[src/rtl/multicycle_control_if.sv]
// Bundle of instruction-register fields, ALU flag, memory handshake and
// all datapath control strobes exchanged with the multi-cycle control unit.
interface multicycle_control_if;
    // Instruction fields and datapath status
    logic [5:0] opcode;
    logic [5:0] funct;
    logic       zero;
    logic       mem_ready;

    // Memory port control
    logic       mem_read;
    logic       mem_write;
    logic       i_or_d;

    // Instruction register and PC control
    logic       ir_write;
    logic       pc_write;
    logic       pc_write_cond;
    logic       pc_write_cond_inv;
    logic [1:0] pc_source;

    // ALU control
    logic [2:0] alu_op;
    logic       alu_src_a;
    logic [1:0] alu_src_b;
    logic       zero_ext;

    // Register file control
    logic       reg_write;
    logic       reg_dst;
    logic       mem_to_reg;

    // Status
    logic       syscall;
    logic       bus_error;
    logic       illegal;
    logic       halted;
    logic [3:0] state;

    // Control unit side
    modport master (
        input  opcode, funct, zero, mem_ready,
        output mem_read, mem_write, i_or_d,
        output ir_write, pc_write, pc_write_cond, pc_write_cond_inv, pc_source,
        output alu_op, alu_src_a, alu_src_b, zero_ext,
        output reg_write, reg_dst, mem_to_reg,
        output syscall, bus_error, illegal, halted, state
    );

    // Datapath / memory side
    modport slave (
        output opcode, funct, zero, mem_ready,
        input  mem_read, mem_write, i_or_d,
        input  ir_write, pc_write, pc_write_cond, pc_write_cond_inv, pc_source,
        input  alu_op, alu_src_a, alu_src_b, zero_ext,
        input  reg_write, reg_dst, mem_to_reg,
        input  syscall, bus_error, illegal, halted, state
    );
endinterface

[src/rtl/multicycle_control.sv]
// Multi-cycle MIPS-style control unit: sequences fetch, decode, execute,
// memory and write-back over a shared datapath and a single memory port.
// Memory accesses stall on mem_ready and time out after MAX_WAIT idle cycles;
// undecodable instructions and timeouts park the unit in TRAP until reset.
module multicycle_control #(
    parameter bit ENABLE_BNE  = 1'b1,
    parameter bit ENABLE_ORI  = 1'b1,
    parameter bit ENABLE_JUMP = 1'b1,
    parameter int MAX_WAIT    = 15
) (
    input  logic                 clock,
    input  logic                 reset,
    multicycle_control_if.master bus
);

    // State encodings (also exported on the debug port)
    localparam logic [3:0] S_FETCH     = 4'd0;
    localparam logic [3:0] S_DECODE    = 4'd1;
    localparam logic [3:0] S_MEM_ADDR  = 4'd2;
    localparam logic [3:0] S_MEM_READ  = 4'd3;
    localparam logic [3:0] S_MEM_WB    = 4'd4;
    localparam logic [3:0] S_MEM_WRITE = 4'd5;
    localparam logic [3:0] S_R_EXEC    = 4'd6;
    localparam logic [3:0] S_R_WB      = 4'd7;
    localparam logic [3:0] S_BRANCH    = 4'd8;
    localparam logic [3:0] S_JUMP      = 4'd9;
    localparam logic [3:0] S_I_EXEC    = 4'd10;
    localparam logic [3:0] S_I_WB      = 4'd11;
    localparam logic [3:0] S_TRAP      = 4'd12;

    // Opcodes
    localparam logic [5:0] OP_RTYPE = 6'b000000;
    localparam logic [5:0] OP_LW    = 6'b100011;
    localparam logic [5:0] OP_SW    = 6'b101011;
    localparam logic [5:0] OP_BEQ   = 6'b000100;
    localparam logic [5:0] OP_BNE   = 6'b000101;
    localparam logic [5:0] OP_J     = 6'b000010;
    localparam logic [5:0] OP_ADDI  = 6'b001000;
    localparam logic [5:0] OP_ORI   = 6'b001101;

    localparam logic [5:0] FUNCT_SYSCALL = 6'b001100;

    // ALU operation codes
    localparam logic [2:0] ALU_ADD = 3'b010;
    localparam logic [2:0] ALU_SUB = 3'b110;
    localparam logic [2:0] ALU_AND = 3'b000;
    localparam logic [2:0] ALU_OR  = 3'b001;
    localparam logic [2:0] ALU_SLT = 3'b111;

    // Supported R-type functs and the ALU operation each one selects
    localparam int         N_RFUNCT = 5;
    localparam logic [N_RFUNCT-1:0][5:0] R_FUNCTS = {
        6'b100000, 6'b100010, 6'b100100, 6'b100101, 6'b101010
    };
    localparam logic [N_RFUNCT-1:0][2:0] R_ALUOPS = {
        ALU_ADD, ALU_SUB, ALU_AND, ALU_OR, ALU_SLT
    };

    // Wait counter sized to hold MAX_WAIT
    localparam int WAIT_W = (MAX_WAIT < 2) ? 1 : $clog2(MAX_WAIT + 1);
    localparam logic [WAIT_W-1:0] WAIT_LIMIT = WAIT_W'(MAX_WAIT);
    localparam bit TIMEOUT_EN = (MAX_WAIT != 0);

    logic [3:0]        state_reg;
    logic [3:0]        state_next;
    logic [WAIT_W-1:0] wait_reg;
    logic [WAIT_W-1:0] wait_next;
    logic              bus_error_reg;
    logic              illegal_reg;
    logic              trap_bus;
    logic              trap_illegal;

    logic [N_RFUNCT-1:0]      funct_hit;
    logic [N_RFUNCT-1:0][2:0] r_alu_terms;
    logic [2:0]               r_alu_op;
    logic                     r_funct_ok;
    logic                     is_mem_state;
    logic                     timeout;

    // Output strobes before export through the interface
    logic       mem_read;
    logic       mem_write;
    logic       i_or_d;
    logic       ir_write;
    logic       pc_write;
    logic       pc_write_cond;
    logic       pc_write_cond_inv;
    logic [1:0] pc_source;
    logic [2:0] alu_op;
    logic       alu_src_a;
    logic [1:0] alu_src_b;
    logic       zero_ext;
    logic       reg_write;
    logic       reg_dst;
    logic       mem_to_reg;
    logic       syscall;
    logic       halted;

    // The zero flag is combined with pc_write_cond/_inv inside the datapath;
    // this unit only issues the conditional strobes.
    logic zero_unused;
    assign zero_unused = bus.zero;

    // One comparator per supported R-type funct, each contributing its ALU op
    generate
        for (genvar gi = 0; gi < N_RFUNCT; gi++) begin : g_rfunct
            assign funct_hit[gi]   = (bus.funct == R_FUNCTS[gi]);
            assign r_alu_terms[gi] = funct_hit[gi] ? R_ALUOPS[gi] : 3'b000;
        end
    endgenerate

    assign r_funct_ok = |funct_hit;

    // Merge the one-hot funct matches into a single ALU op
    always_comb begin
        r_alu_op = 3'b000;
        for (int i = 0; i < N_RFUNCT; i++) begin
            r_alu_op = r_alu_op | r_alu_terms[i];
        end
    end

    assign is_mem_state = (state_reg == S_FETCH) || (state_reg == S_MEM_READ) ||
                          (state_reg == S_MEM_WRITE);
    // A ready on the limit cycle still wins; only a low ready there times out
    assign timeout = TIMEOUT_EN && is_mem_state && !bus.mem_ready &&
                     (wait_reg == WAIT_LIMIT);

    // State register, wait counter and sticky error flags
    always_ff @(posedge clock) begin
        if (reset) begin
            state_reg     <= S_FETCH;
            wait_reg      <= '0;
            bus_error_reg <= 1'b0;
            illegal_reg   <= 1'b0;
        end else begin
            state_reg <= state_next;
            wait_reg  <= wait_next;
            if (trap_bus) begin
                bus_error_reg <= 1'b1;
            end
            if (trap_illegal) begin
                illegal_reg <= 1'b1;
            end
        end
    end

    // Next-state selection, trap causes and wait counter update
    always_comb begin
        state_next   = state_reg;
        trap_bus     = 1'b0;
        trap_illegal = 1'b0;
        case (state_reg)
            S_FETCH: begin
                if (bus.mem_ready) begin
                    state_next = S_DECODE;
                end else if (timeout) begin
                    state_next = S_TRAP;
                    trap_bus   = 1'b1;
                end
            end
            S_DECODE: begin
                if (bus.opcode == OP_RTYPE) begin
                    if (r_funct_ok) begin
                        state_next = S_R_EXEC;
                    end else if (bus.funct == FUNCT_SYSCALL) begin
                        state_next = S_FETCH;
                    end else begin
                        state_next   = S_TRAP;
                        trap_illegal = 1'b1;
                    end
                end else if ((bus.opcode == OP_LW) || (bus.opcode == OP_SW)) begin
                    state_next = S_MEM_ADDR;
                end else if ((bus.opcode == OP_BEQ) ||
                             (ENABLE_BNE && (bus.opcode == OP_BNE))) begin
                    state_next = S_BRANCH;
                end else if (ENABLE_JUMP && (bus.opcode == OP_J)) begin
                    state_next = S_JUMP;
                end else if ((bus.opcode == OP_ADDI) ||
                             (ENABLE_ORI && (bus.opcode == OP_ORI))) begin
                    state_next = S_I_EXEC;
                end else begin
                    state_next   = S_TRAP;
                    trap_illegal = 1'b1;
                end
            end
            S_MEM_ADDR: begin
                state_next = (bus.opcode == OP_SW) ? S_MEM_WRITE : S_MEM_READ;
            end
            S_MEM_READ: begin
                if (bus.mem_ready) begin
                    state_next = S_MEM_WB;
                end else if (timeout) begin
                    state_next = S_TRAP;
                    trap_bus   = 1'b1;
                end
            end
            S_MEM_WRITE: begin
                if (bus.mem_ready) begin
                    state_next = S_FETCH;
                end else if (timeout) begin
                    state_next = S_TRAP;
                    trap_bus   = 1'b1;
                end
            end
            S_MEM_WB:  state_next = S_FETCH;
            S_R_EXEC:  state_next = S_R_WB;
            S_R_WB:    state_next = S_FETCH;
            S_BRANCH:  state_next = S_FETCH;
            S_JUMP:    state_next = S_FETCH;
            S_I_EXEC:  state_next = S_I_WB;
            S_I_WB:    state_next = S_FETCH;
            S_TRAP:    state_next = S_TRAP;
            default: begin
                state_next   = S_TRAP;
                trap_illegal = 1'b1;
            end
        endcase

        // Counter restarts on every state change and counts idle memory cycles
        if (state_next != state_reg) begin
            wait_next = '0;
        end else if (is_mem_state && !bus.mem_ready) begin
            wait_next = wait_reg + WAIT_W'(1);
        end else begin
            wait_next = wait_reg;
        end
    end

    // Control strobes decoded from the registered state; forced low in reset
    always_comb begin
        mem_read          = 1'b0;
        mem_write         = 1'b0;
        i_or_d            = 1'b0;
        ir_write          = 1'b0;
        pc_write          = 1'b0;
        pc_write_cond     = 1'b0;
        pc_write_cond_inv = 1'b0;
        pc_source         = 2'b00;
        alu_op            = 3'b000;
        alu_src_a         = 1'b0;
        alu_src_b         = 2'b00;
        zero_ext          = 1'b0;
        reg_write         = 1'b0;
        reg_dst           = 1'b0;
        mem_to_reg        = 1'b0;
        syscall           = 1'b0;
        halted            = 1'b0;
        if (!reset) begin
            case (state_reg)
                S_FETCH: begin
                    mem_read  = 1'b1;
                    alu_src_b = 2'b01;
                    alu_op    = ALU_ADD;
                    ir_write  = bus.mem_ready;
                    pc_write  = bus.mem_ready;
                end
                S_DECODE: begin
                    alu_src_b = 2'b11;
                    alu_op    = ALU_ADD;
                    syscall   = (bus.opcode == OP_RTYPE) &&
                                (bus.funct == FUNCT_SYSCALL);
                end
                S_MEM_ADDR: begin
                    alu_src_a = 1'b1;
                    alu_src_b = 2'b10;
                    alu_op    = ALU_ADD;
                end
                S_MEM_READ: begin
                    mem_read = 1'b1;
                    i_or_d   = 1'b1;
                end
                S_MEM_WB: begin
                    reg_write  = 1'b1;
                    mem_to_reg = 1'b1;
                end
                S_MEM_WRITE: begin
                    mem_write = 1'b1;
                    i_or_d    = 1'b1;
                end
                S_R_EXEC: begin
                    alu_src_a = 1'b1;
                    alu_op    = r_alu_op;
                end
                S_R_WB: begin
                    reg_write = 1'b1;
                    reg_dst   = 1'b1;
                end
                S_BRANCH: begin
                    alu_src_a         = 1'b1;
                    alu_op            = ALU_SUB;
                    pc_source         = 2'b01;
                    pc_write_cond     = (bus.opcode == OP_BEQ);
                    pc_write_cond_inv = ENABLE_BNE && (bus.opcode == OP_BNE);
                end
                S_JUMP: begin
                    pc_write  = 1'b1;
                    pc_source = 2'b10;
                end
                S_I_EXEC: begin
                    alu_src_a = 1'b1;
                    alu_src_b = 2'b10;
                    if (ENABLE_ORI && (bus.opcode == OP_ORI)) begin
                        alu_op   = ALU_OR;
                        zero_ext = 1'b1;
                    end else begin
                        alu_op = ALU_ADD;
                    end
                end
                S_I_WB: begin
                    reg_write = 1'b1;
                end
                S_TRAP: begin
                    halted = 1'b1;
                end
                default: begin
                    halted = 1'b0;
                end
            endcase
        end
    end

    assign bus.mem_read          = mem_read;
    assign bus.mem_write         = mem_write;
    assign bus.i_or_d            = i_or_d;
    assign bus.ir_write          = ir_write;
    assign bus.pc_write          = pc_write;
    assign bus.pc_write_cond     = pc_write_cond;
    assign bus.pc_write_cond_inv = pc_write_cond_inv;
    assign bus.pc_source         = pc_source;
    assign bus.alu_op            = alu_op;
    assign bus.alu_src_a         = alu_src_a;
    assign bus.alu_src_b         = alu_src_b;
    assign bus.zero_ext          = zero_ext;
    assign bus.reg_write         = reg_write;
    assign bus.reg_dst           = reg_dst;
    assign bus.mem_to_reg        = mem_to_reg;
    assign bus.syscall           = syscall;
    assign bus.halted            = halted;
    assign bus.bus_error         = bus_error_reg & ~reset;
    assign bus.illegal           = illegal_reg & ~reset;
    assign bus.state             = reset ? S_FETCH : state_reg;

endmodule

[src/flat_wrapper.sv]
// flat-port wrapper written by rule: the top's interface ports become plain ports
module multicycle_control_flat 
#(
    parameter bit ENABLE_BNE  = 1'b1,
    parameter bit ENABLE_ORI  = 1'b1,
    parameter bit ENABLE_JUMP = 1'b1,
    parameter int MAX_WAIT    = 15
)
  (clock, reset, bus_opcode, bus_funct, bus_zero, bus_mem_ready, bus_mem_read, bus_mem_write, bus_i_or_d, bus_ir_write, bus_pc_write, bus_pc_write_cond, bus_pc_write_cond_inv, bus_pc_source, bus_alu_op, bus_alu_src_a, bus_alu_src_b, bus_zero_ext, bus_reg_write, bus_reg_dst, bus_mem_to_reg, bus_syscall, bus_bus_error, bus_illegal, bus_halted, bus_state);
  multicycle_control_if bus_i ();
  input  logic clock;
  input  logic reset;
  input wire logic [$bits(bus_i.opcode)-1:0] bus_opcode;
  input wire logic [$bits(bus_i.funct)-1:0] bus_funct;
  input wire logic [$bits(bus_i.zero)-1:0] bus_zero;
  input wire logic [$bits(bus_i.mem_ready)-1:0] bus_mem_ready;
  output wire logic [$bits(bus_i.mem_read)-1:0] bus_mem_read;
  output wire logic [$bits(bus_i.mem_write)-1:0] bus_mem_write;
  output wire logic [$bits(bus_i.i_or_d)-1:0] bus_i_or_d;
  output wire logic [$bits(bus_i.ir_write)-1:0] bus_ir_write;
  output wire logic [$bits(bus_i.pc_write)-1:0] bus_pc_write;
  output wire logic [$bits(bus_i.pc_write_cond)-1:0] bus_pc_write_cond;
  output wire logic [$bits(bus_i.pc_write_cond_inv)-1:0] bus_pc_write_cond_inv;
  output wire logic [$bits(bus_i.pc_source)-1:0] bus_pc_source;
  output wire logic [$bits(bus_i.alu_op)-1:0] bus_alu_op;
  output wire logic [$bits(bus_i.alu_src_a)-1:0] bus_alu_src_a;
  output wire logic [$bits(bus_i.alu_src_b)-1:0] bus_alu_src_b;
  output wire logic [$bits(bus_i.zero_ext)-1:0] bus_zero_ext;
  output wire logic [$bits(bus_i.reg_write)-1:0] bus_reg_write;
  output wire logic [$bits(bus_i.reg_dst)-1:0] bus_reg_dst;
  output wire logic [$bits(bus_i.mem_to_reg)-1:0] bus_mem_to_reg;
  output wire logic [$bits(bus_i.syscall)-1:0] bus_syscall;
  output wire logic [$bits(bus_i.bus_error)-1:0] bus_bus_error;
  output wire logic [$bits(bus_i.illegal)-1:0] bus_illegal;
  output wire logic [$bits(bus_i.halted)-1:0] bus_halted;
  output wire logic [$bits(bus_i.state)-1:0] bus_state;
  assign bus_i.opcode = bus_opcode;
  assign bus_i.funct = bus_funct;
  assign bus_i.zero = bus_zero;
  assign bus_i.mem_ready = bus_mem_ready;
  assign bus_mem_read = bus_i.mem_read;
  assign bus_mem_write = bus_i.mem_write;
  assign bus_i_or_d = bus_i.i_or_d;
  assign bus_ir_write = bus_i.ir_write;
  assign bus_pc_write = bus_i.pc_write;
  assign bus_pc_write_cond = bus_i.pc_write_cond;
  assign bus_pc_write_cond_inv = bus_i.pc_write_cond_inv;
  assign bus_pc_source = bus_i.pc_source;
  assign bus_alu_op = bus_i.alu_op;
  assign bus_alu_src_a = bus_i.alu_src_a;
  assign bus_alu_src_b = bus_i.alu_src_b;
  assign bus_zero_ext = bus_i.zero_ext;
  assign bus_reg_write = bus_i.reg_write;
  assign bus_reg_dst = bus_i.reg_dst;
  assign bus_mem_to_reg = bus_i.mem_to_reg;
  assign bus_syscall = bus_i.syscall;
  assign bus_bus_error = bus_i.bus_error;
  assign bus_illegal = bus_i.illegal;
  assign bus_halted = bus_i.halted;
  assign bus_state = bus_i.state;
  multicycle_control #(.ENABLE_BNE(ENABLE_BNE), .ENABLE_ORI(ENABLE_ORI), .ENABLE_JUMP(ENABLE_JUMP), .MAX_WAIT(MAX_WAIT)) u_core (.clock(clock), .reset(reset), .bus(bus_i));
endmodule
[config.mk]
export PLATFORM = sky130hd
export DESIGN_NAME = multicycle_control_flat
export DESIGN_NICKNAME = d
export VERILOG_FILES = /design/src/rtl/multicycle_control_if.sv /design/src/rtl/multicycle_control.sv /design/src/flat_wrapper.sv
export SDC_FILE = /design/constraint.sdc
export NUM_CORES = 1
export LEC_CHECK = 0
export CORE_ASPECT_RATIO = 0.7
export CORE_MARGIN = 2
export CORE_UTILIZATION = 50
export CTS_BUF_LIST = sky130_fd_sc_hd__clkbuf_2
export CTS_CLUSTER_SIZE = 14
export DETAILED_ROUTE_END_ITERATION = 10
export PLACE_DENSITY = 0.95
export SETUP_SLACK_MARGIN = 0.1
export SLEW_MARGIN = 10
export SYNTH_ARGS = -nofsm -noshare
export SYNTH_HDL_FRONTEND = slang
export SYNTH_SLANG_ARGS = --single-unit
[constraint.sdc]
create_clock -name clock -period 6.1 [get_ports clock]
set_clock_uncertainty 0.1 [all_clocks]
set_input_delay 1.22 -clock clock [delete_from_list [all_inputs] [get_ports clock]]
set_output_delay 1.22 -clock clock [all_outputs]
set_load 0.05 [all_outputs]
==> Word-level counts from Yosys, hierarchy flattened <==
Cells that the tools add are included.
{ "word_totals": {"regBits": 10, "latchBits": 0, "ramBits": 0, "rom_bits": 0, "output_inout_bits": 27, "n_memories": 0} }
{ "classes": {"n_addsub": 1, "multipliers": 0, "div_mod_pow": 0, "n_lt_le_gt_ge": 0, "eq_ne": 27, "shifts": 0, "mux": 65, "bitwise_logic": 6, "n_reduce_logical": 22} }
{ "op_table": {"columns": ["op", "count"], "rows": [
  ["two-way mux 4 bit", 11],
  ["equality test 6 bit, second input constant", 7],
  ["two-way mux 1 bit", 39],
  ["case mux 4 bit (8 select lines)", 1],
  ["equality test 4 bit, second input constant", 6],
  ["equality test 6 x 4 -> 1 bit, second input constant", 3],
  ["equality test 4 x 3 -> 1 bit, second input constant", 4],
  ["two-way mux 3 bit", 5],
  ["equality test 6 x 3 -> 1 bit, second input constant", 2],
  ["case mux 3 bit (4 select lines)", 1],
  ["OR reduction 12 bit", 1],
  ["OR reduction 5 bit", 2],
  ["bitwise OR 3 bit", 3],
  ["OR reduction 3 bit", 3],
  ["equality test 4 x 2 -> 1 bit, second input constant", 2],
  ["two-way mux 2 bit", 4],
  ["OR reduction 2 bit", 4],
  ["equality test 6 x 2 -> 1 bit, second input constant", 1],
  ["zero test 6 bit", 1],
  ["case mux 2 bit (3 select lines)", 1],
  ["logical OR 1 bit", 5],
  ["adder 4 x 1 -> 4 bit, second input constant", 1],
  ["equality test 4 x 1 -> 1 bit, second input constant", 1],
  ["zero test 4 bit", 1],
  ["other kinds (8)", 12]
]} }

==> Depth between registers and ports, before layout <==
{ "depth": {"ltp_word": 10, "ltp_mapped": 7} }

==> Worst setup path before layout <==
OpenSTA, ideal clock, no wires.
{ "synth_timing": {"path_kind": "input port to output port", "from": "input port reset", "to": "output port bus_i_or_d", "t_arrival_ps": 3365, "required_time_ps": 4780, "setup_slack_ps": 1415, "path_stages": 3, "path_buffers": 1, "path_cell_list": "clkbuf_1 > nor2b_1 > nor3b_1"} }
{ "synth_between": {"elab_chain_cells": 1} }
{ "synth_rtl": {"columns": ["element", "line", "rtl"], "rows": [
  ["start: declaration", "flat_wrapper.sv:12", "input logic reset;"],
  ["two-way mux 1 bit", "multicycle_control.sv:248", "if (!reset) begin"],
  ["end: declaration", "flat_wrapper.sv:19", "output wire logic [$bits(bus_i.i_or_d)-1:0] bus_i_or_d;"]
]} }
Every way passes these cells.

==> Final worst setup path <==
{ "layout_timing": {"from": "input port bus_opcode[4]", "to": "output port bus_alu_op[1]"} }
{ "layout_between": {"elab_chain_cells": 4} }
{ "layout_rtl": {"columns": ["element", "line", "rtl"], "rows": [
  ["start: declaration", "flat_wrapper.sv:13", "input wire logic [$bits(bus_i.opcode)-1:0] bus_opcode;"],
  ["equality test 6 x 4 -> 1 bit", "multicycle_control.sv:302", "if (ENABLE_ORI && (bus.opcode == OP_ORI)) begin"],
  ["two-way mux 2 bit", "multicycle_control.sv:302", null],
  ["case mux 3 bit (4 select lines)", "multicycle_control.sv:249", "case (state_reg)"],
  ["two-way mux 3 bit", "multicycle_control.sv:248", null],
  ["end: declaration", "flat_wrapper.sv:25", "output wire logic [$bits(bus_i.alu_op)-1:0] bus_alu_op;"]
]} }
Every way passes these cells.

==> qor.yml <==
dp_hpwl_um: 2920
internal_power_mw: 0.162
setup_viol: 0
path_buf_inv: 2
die_w_um: 62.8
fin_ws_ns: 1.23
syn_inst: 172
io_buffers: 41
start_util: 0.544
die_h_um: 45.2
setup_tns_ns: 0
yosysUniqueCellTypes: 54
htree_levels: 1
switching_share: 0.512
drt_iter0_drc: 131
clk_pin_slew_ns: 0.09
num_rows: 14
synth-edff-count: 0
cp_max_fo: 7
core_area_um2: 2220
clk_latency_ns: 0.25
cts_sinks: 10
worstPathCellList: "clkdlybuf4s50_1 -> and4b_1 -> a31o_2 -> a221oi_1 -> a31oi_1 -> nor2_1 -> clkdlybuf4s50_1"
drive_above_1_share: 0.0585
vdd_drop_max_v: 0.0000941
nFillCells: 186
grt_pass1_wl_um: 6360
ys_async_sr_fraction: 0
cp-end-kind: "output port"
outcome: "complete, no violations"
drc: 0
die-area_um2: 2840
postCtsSetupBuffers: 0
hp-class: "flip-flop to flip-flop"
critPathMostFrequentCell: "clkdlybuf4s50_1"
grt_pass1_vias: 1360
layout_min_cycle_time_ns: 4.87
slowest_delay_ns: 0.80
worst-path-stages: 7
cp_slowest_cell: "clkdlybuf4s50_1"
p_comb_frac: 0.607
vias_per_cell: 6.38
syn_area_um2: 1210
io_pins: 43
power_mw: 0.333
fin_util: 0.736
grt_start_max_net_pins: 23
avgSynthCellArea_um2: 7.03
ant_nets: 0
tightest_slew_ns: 0.714
gp_congestion: 0.939
r2r_cells: 5
cts_tree: "built"
pwr-share-seq: 0.290
totalWireLength_um: 3860
detail_route.wl_per_cell_um: 16.3
synthToLayoutAreaGrowth_pct: 35.4
yosys-top-cells-area: "dfxtp_1 (17%), nor2_1 (8.7%), nand2b_1 (5.2%)"
yosysWarnings: 0
clock-root-buffer: "clkbuf_2"
reg2reg_slack_ns: 3.53
power_density_nw_per_um2: 203
rsz0062_at_grt: "false"
synth_common_cells: "nor2_1 (28), clkbuf_1 (12), dfxtp_1 (10), nand2b_1 (10), nor3_1 (10)"
fin_crit_sh: 0.799
drtPass1Iterations: 4
leakage_nw: 0.573
cts_buffer_depth: 2
synth_flop_cell: "dfxtp_1"
worstPathArrival_ns: 3.55
grt_remaining_overflow: 0
synth_top_area_frac: 0.165
nets: 224
track_usage: 0.283
worstSetupPathType: "primary input to output port"
grt_antenna_before_repair: 0
cp-start-kind: "primary input"
power.net_switching_mw: 0.170
diodes: 0
postCtsHoldBufs: 0
crit_path_end: "bus_alu_op[1]"
finalHoldViolations: 0
vias: 1513
synth.net_count: 189
numCtsBuffers: 3
slew-limit-headroom: 0.523
critical_path_required_ns: 4.78
clock.fmax_ghz: 0.205
cp_top_family: "buffers and inverters"
final_cell_count_no_fill: 237
maxCapViolCount: 0
maxSlewViolCount: 0
cts-resized-gates: 0
synth_most_common_cell: "nor2_1"
ys_seq_area_frac: 0.165
synth_top_area_cell: "dfxtp_1"
cp-startpoint: "bus_opcode[4]"
timing.rr.start: "u_core.state_reg[2]"
reg2reg_to: "u_core.wait_reg[2]"
synth-seq-cells: 10
dp.cells: 234
dp_slack_ns: 1.24
p_clk_frac: 0.104
-- power groups by stage --
stage	clock, mW	combinational, mW	sequential (mW)
after CTS	0.0356	0.199	0.0955
after global placement	0	0.191	0.0960
after detailed placement	0	0.198	0.0973
after global routing	0.0382	0.214	0.0987
after floorplan	0	0.158	0.0766
final	0.0346	0.202	0.0963
-- area by class of cell --
type / count / area [um2] / area share
Clock buffer: 3 / 15.0 / 0.00917
Inverter: 3 / 11.3 / 0.00688
Multi-Input combinational cell: 147 / 953 / 0.582
Sequential cell: 10 / 200 / 0.122
Tap cell: 32 / 40.0 / 0.0244
Timing Repair Buffer: 42 / 418 / 0.255
-- logic make-up (layout without fill, tap and decap cells) --
group	count (synthesis)	in the layout	synth area share
and+or+nand+nor	95	95	0.430
adders and majority gates	2	2	0.0186
xor gates and xnor gates	3	3	0.0217
buffers and inverters	15	48	0.0465
DFF	10	10	0.165
muxes	1	1	0.00931
AOI/OAI and AO/OA	46	46	0.308
-- per-stage QoR --
stage	area (um2)	hold WS, ns
after global placement	1620	0.343
final	1640	0.380
after detailed placement	1620	0.354
after global routing	1640	0.419
after floorplan	1210	0.329
after CTS	1640	0.376
-- layer usage --
layer	vias up	part of all wire	GRT usage
met5	-	0	0
met4	0	0.015	0.0844
met3	8	0.090	0.0648
met2	91	0.45	0.482
met1	690	0.44	0.366
li1	724	-	-
-- worst min-delay path by stage --
stage	from	endpoint	slack, ns	depth (start not counted)
after floorplan	u_core.bus_error_reg	u_core.bus_error_reg	0.33	2
after global placement	u_core.bus_error_reg	u_core.bus_error_reg	0.34	2
after detailed placement	u_core.bus_error_reg	u_core.bus_error_reg	0.35	2
after CTS	u_core.bus_error_reg	u_core.bus_error_reg	0.38	2
after global routing	u_core.bus_error_reg	u_core.bus_error_reg	0.42	2
final	u_core.bus_error_reg	u_core.bus_error_reg	0.38	2
-- layout by cell type (no fill, tap or decap), types with 2 or more instances in the layout --
cell and count:
nor3_1 10, nand2_1 6, inv_1 3, or2_2 2, dfxtp_1 10, xor2_1 2
nor4_1 3, clkbuf_2 3, or4_1 3, and3_1 3, nor2b_1 8, o211ai_1 2
o22ai_1 2, nand2b_1 10, a211oi_1 7, nor2_1 28, nand3b_1 4, or3_1 2
o21ai_0 5, o211a_1 2, nor3b_1 2, a21oi_1 6, clkdlybuf4s50_1 41, a31oi_1 3
and4b_1 2, nand3_1 5, nand4_1 2
-- worst register-to-register path, cell delays in order, from the launching register on --
cell and delay (ns):
dfxtp_1 0.76, xnor2_1 0.29, a2111oi_4 0.18, a211oi_1 0.59
o21ai_0 0.22, a2111oi_2 0.34
Power figures use the tool's default switching activity.
